**src/rtl/circuit2_sched_pkg.sv**
```systemverilog
// Shared types for the resource-shared circuit2 scheduler: FSM states,
// ALU opcodes and the completed-evaluation counter width.
package circuit2_sched_pkg;

    typedef enum logic [2:0] {
        IDLE,
        S_D,
        S_E,
        S_F,
        S_OUT
    } state_t;

    typedef enum logic {
        ALU_ADD,
        ALU_SUB
    } alu_op_t;

    localparam int OPS_WIDTH = 16;

endpackage

```
**src/rtl/circuit2_sched_alu.sv**
```systemverilog
// Shared signed add/sub unit; every add and subtract of one evaluation
// passes through this single instance, wrapping modulo 2^DATAWIDTH.
module sched_alu
    import circuit2_sched_pkg::*;
#(
    parameter int DATAWIDTH = 32
) (
    input  alu_op_t                     op,
    input  logic signed [DATAWIDTH-1:0] opa,
    input  logic signed [DATAWIDTH-1:0] opb,
    output logic signed [DATAWIDTH-1:0] res
);

    always_comb begin
        if (op == ALU_SUB) res = opa - opb;
        else               res = opa + opb;
    end

endmodule

```
**src/rtl/circuit2_sched.sv**
```systemverilog
// Multi-cycle circuit2 evaluator: one shared ALU, one comparator, Start/Busy/Done
// framing. Define SCHED_OPCOUNT_EN to add the Ops completed-evaluation counter.
module circuit2_sched
    import circuit2_sched_pkg::*;
#(
    parameter int DATAWIDTH = 32
) (
    input  logic                        Clk,
    input  logic                        Rst,
    input  logic                        Start,
    input  logic signed [DATAWIDTH-1:0] a,
    input  logic signed [DATAWIDTH-1:0] b,
    input  logic signed [DATAWIDTH-1:0] c,
    output logic                        Busy,
    output logic                        Done,
    output logic signed [DATAWIDTH-1:0] x,
    output logic signed [DATAWIDTH-1:0] z
`ifdef SCHED_OPCOUNT_EN
    ,
    output logic [OPS_WIDTH-1:0]        Ops
`endif
);

    state_t                      state;
    logic signed [DATAWIDTH-1:0] ra, rb, rc;
    logic signed [DATAWIDTH-1:0] rd, re, rf;
    logic                        rlt, req;

    alu_op_t                     aluOp;
    logic signed [DATAWIDTH-1:0] aluA, aluB, aluRes;
    logic signed [DATAWIDTH-1:0] g, h;

    // Operand/opcode steering for the shared ALU: S_E adds c, S_F subtracts b.
    always_comb begin
        aluOp = ALU_ADD;
        aluA  = ra;
        aluB  = rb;
        case (state)
            S_E:     aluB  = rc;
            S_F:     aluOp = ALU_SUB;
            default: ;
        endcase
    end

    sched_alu #(.DATAWIDTH(DATAWIDTH)) u_alu (
        .op  (aluOp),
        .opa (aluA),
        .opb (aluB),
        .res (aluRes)
    );

    always_comb begin
        g = rlt ? re : rd;
        h = req ? rf : g;
    end

    always_ff @(posedge Clk) begin
        if (Rst) begin
            state <= IDLE;
            Busy  <= 1'b0;
            Done  <= 1'b0;
            x     <= '0;
            z     <= '0;
            ra    <= '0;
            rb    <= '0;
            rc    <= '0;
            rd    <= '0;
            re    <= '0;
            rf    <= '0;
            rlt   <= 1'b0;
            req   <= 1'b0;
        end else begin
            Done <= 1'b0;
            case (state)
                IDLE: begin
                    if (Start) begin
                        ra    <= a;
                        rb    <= b;
                        rc    <= c;
                        Busy  <= 1'b1;
                        state <= S_D;
                    end
                end
                S_D: begin
                    rd    <= aluRes;
                    state <= S_E;
                end
                S_E: begin
                    re    <= aluRes;
                    state <= S_F;
                end
                S_F: begin
                    rf    <= aluRes;
                    rlt   <= rd < re;
                    req   <= rd == re;
                    state <= S_OUT;
                end
                S_OUT: begin
                    x     <= rlt ? {g[DATAWIDTH-2:0], 1'b0} : g;
                    z     <= req ? {h[DATAWIDTH-1], h[DATAWIDTH-1:1]} : h;
                    Done  <= 1'b1;
                    Busy  <= 1'b0;
                    state <= IDLE;
                end
                default: state <= IDLE;
            endcase
        end
    end

`ifdef SCHED_OPCOUNT_EN
    always_ff @(posedge Clk) begin
        if (Rst)                 Ops <= '0;
        else if (state == S_OUT) Ops <= Ops + 1'b1;
    end
`endif

endmodule

```
**config.mk**
```make
export PLATFORM = sky130hd
export DESIGN_NAME = circuit2_sched
export DESIGN_NICKNAME = d
export VERILOG_FILES = /design/src/rtl/circuit2_sched_pkg.sv /design/src/rtl/circuit2_sched_alu.sv /design/src/rtl/circuit2_sched.sv
export SDC_FILE = /design/constraint.sdc
export NUM_CORES = 1
export LEC_CHECK = 0
export CORE_MARGIN = 2
export CORE_UTILIZATION = 45
export CTS_BUF_LIST = sky130_fd_sc_hd__clkbuf_8
export DETAILED_ROUTE_END_ITERATION = 7
export PLACE_DENSITY_LB_ADDON = 0.2
export SLEW_MARGIN = 10
export SYNTH_ARGS = -nofsm -noshare
export SYNTH_HDL_FRONTEND = slang
export SYNTH_SLANG_ARGS = --single-unit
```
**constraint.sdc**
```tcl
create_clock -name Clk -period 4 [get_ports Clk]
set_input_delay 0.4 -clock Clk [delete_from_list [all_inputs] [get_ports Clk]]
set_output_delay 0.4 -clock Clk [all_outputs]
set_load 0.05 [all_outputs]
```
==> flow_summary.ini <==
[run_status]
status = finished, violations left
failed_checks = negative setup slack

[min_path]
min_path_cells = 2
hp-start = Rst
hold_path_end = z[20]
hp-class = input port to flip-flop

[routing]
drtIter0Drc = 802
wl_per_cell_microns = 15.6
drt-pass1-iter-count = 5
antenna_left = 0
drc = 0
dr_total_vias = 13142
vias_per_cell = 5.33
wl_mm = 38.4

[cells_and_area]
fin_nets = 2209
register_area_sq_um = 5250
syn_to_final_growth_pct = 30.8
layout-drive-gt1-share = 0.152
fillCellCount = 2756
multiInputGateArea_sq_um = 8180
n_antenna_cell = 0
final_cells = 2465

[global_routing]
grt_overflow = 0
gr-usage-met3 = 0.0323
grtUsageMet1 = 0.328
grt_antenna_before_repair = 0
track_usage = 0.236
grt_max_degree = 116
use_met2 = 0.378
gr-max-usage-layer = met2
grt_pass1_wl_mm = 61.0
grt_pass1_vias = 12302

[timing]
rsz0062_at_grt = true
worst_slack_ns = -0.134
post-route-period-util = 1.03
setup_viol = 11
maxSlewViolCount = 0
relSlewSlack = 0.335
fmax_mhz = 242
min_period_ns = 4.13
skew_ns = 0.0257
hold_viol = 0
tightest_slew_ns = 0.997
fin_hold_ws_ns = 0.332

[logic_synthesis]
synth_warnings = 0
yosysSeqAreaShare = 0.385
synth_ff_type = dfxtp_1
synth_edf_count = 0
async_reset_ff_frac = 0
synth_seq_cells = 262
syn_inst = 1810
synth_area_sq_um = 13600
syn_nets = 1973
ys_types = 68
avgSynthCellArea_sq_um = 7.52

[placed_design]
dp_hpwl_mm = 27.2
finalWeightedCongestion = 0.881
placed_cells = 2368
portBuffers = 164

[flow_run]
drv_cap = 0

[critical_path]
r2r-end = rd[27]
path_class = flip-flop to flip-flop
r2r_slack_ns = -0.13
worstReg2RegStart = state[0]
cp_max_fo = 8
arrival_ns = 4.64
critPathLaunch = state[0]
ff2ff_path_depth = 17
end_kind = flip-flop
crit_required_ns = 4.50
start_kind = flip-flop

[clocking]
htreeDepth = 2
clockBufferDepth = 3
clkLatencyLatePin_ns = 0.59
numCtsBuffers = 44
hold_buffers = 0
cts.clk_slew.worst_paths_ns = 0.06
clock-root-buffer = clkbuf_8
cts.sinks = 262
cts_tree = done

[floorplan]
dieArea_sq_um = 31700
initial_core_util = 0.458
core-area_sq_um = 29700
die_w_microns = 178
ioPinCount = 165
die_y_microns = 178
rows = 63

[power_and_ir_drop]
vdd_drop_max_v = 0.000238
p_leak_uw = 0.00703
power.density_nw_per_um2 = 462
finalPower_uw = 8230
## synth_stat cells, types with 22 or more instances
| library cell | n | area [sq um] |
|---|---|---|
| nor2_1 | 82 | 308 |
| a21oi_1 | 278 | 1390 |
| nor2b_1 | 35 | 219 |
| nand3_1 | 24 | 120 |
| xor2_1 | 22 | 193 |
| nand2_1 | 457 | 1720 |
| ha_1 | 63 | 788 |
| xnor2_1 | 32 | 280 |
| clkbuf_1 | 106 | 398 |
| a21o_1 | 24 | 180 |
| dfxtp_1 | 262 | 5250 |
| a211oi_1 | 46 | 345 |
| o21ai_0 | 74 | 370 |
| inv_1 | 44 | 165 |
| mux2i_1 | 31 | 310 |
| nor3_1 | 54 | 270 |
## per-stage QoR
step                      setup WS, ns  cell area (sq um)  setup TNS, ns  utilization
after detailed placement        -0.187              16300          -2.83        0.548
after global placement         -0.0582              16300         -0.432        0.548
after global routing            -0.301              17800          -6.38        0.600
after floorplan                 0.0117              13600              0            -
final                           -0.134              17800         -0.602        0.600
after CTS                      -0.0315              17300        -0.0365        0.583
## layer usage
metal  routed length (microns)  up-vias
li1                          -     6696
met1                     18300     6037
met2                     17200      336
met3                      1880       73
met4                       956        0
met5                         0        -
## state kept, by name, summed over array words and instances (netlist names)
signal and cells:
Busy 1, rlt 1, Done 1, x 32
state 3, re 32, rc 32, rb 32
aluA 32, rf 31, rd 32, req 1
z 32
## report_power, final
group | switching (uW) | internal [uW] | total, uW | leakage (uW)
sequential | 144 | 2790 | 2930 | 0.00213
combinational | 1590 | 1260 | 2840 | 0.00440
clock | 1110 | 1350 | 2460 | 0.000505
total | 2840 | 5390 | 8230 | 0.00703
## layout make-up
class	instances	share of cell area
inverter	44	0.00927
clock inverter	18	0.00681
timing repair buffer	312	0.159
sequential	262	0.295
clock buffer	57	0.0440
tap	390	0.0274
multi-input combinational	1382	0.459
## worst max-delay path by stage
stage / cells past startpoint / slack (ns) / endpoint
floorplan: 20 / 0.01 / rd[29]
CTS: 19 / -0.03 / re[29]
detailed placement: 18 / -0.19 / rd[27]
global route: 19 / -0.30 / rd[29]
finish: 17 / -0.13 / rd[27]
global placement: 19 / -0.06 / rf[23]
## critical path, cell delays in order, from the launching register on
cell	delay (ns)
dfxtp_1	0.31
or3b_4	0.47
or4_4	0.45
nand2_2	0.08
and3b_2	0.22
buf_6	0.10
nor2_1	0.04
xor2_1	0.14
ha_1	0.34
a21o_1	0.21
a221o_1	0.37
a21o_1	0.22
a211oi_2	0.16
buf_4	0.18
nor3_4	0.05
buf_4	0.15
a311o_1	0.40
o21ai_1	0.16
## cells in the final DEF (no fill, tap or decap), types with 11 or more instances in the layout
cell type        count
nor2_1              77
buf_4              133
mux2i_1             30
nand3_1             24
buf_6               14
inv_1               54
ha_1                63
nor2b_1             34
xnor2_1             29
a31oi_1             12
xor2_1              21
clkbuf_8            57
o21ai_0             61
dfxtp_1            260
or3_1               11
nand2b_1            12
a21oi_1            260
clkdlybuf4s50_1    163
a21oi_2             16
nor3_1              51
a211oi_1            40
nand2_1            451
nand4_1             12
a21o_1              24
## what timing repair did
item | CTS | global route
resized for setup | 33 | 88
setup buffers | 4 | 19
pin swaps | 14 | 43
endpoints found under the hold margin | 0 | 0
gates cloned | 0 | 0
setup endpoints to repair | 31 | 54
## cells by family after synthesis
family / Yosys count / share of synthesized area
DFF: 262 / 0.385
xor gates and xnor gates: 54 / 0.0347
and+or+nand+nor: 752 / 0.248
muxes: 34 / 0.0256
buffers and inverters: 166 / 0.0468
adders and majority gates: 64 / 0.0594
AOI/OAI and AO/OA: 478 / 0.201
(Power assumes the default switching activity.)
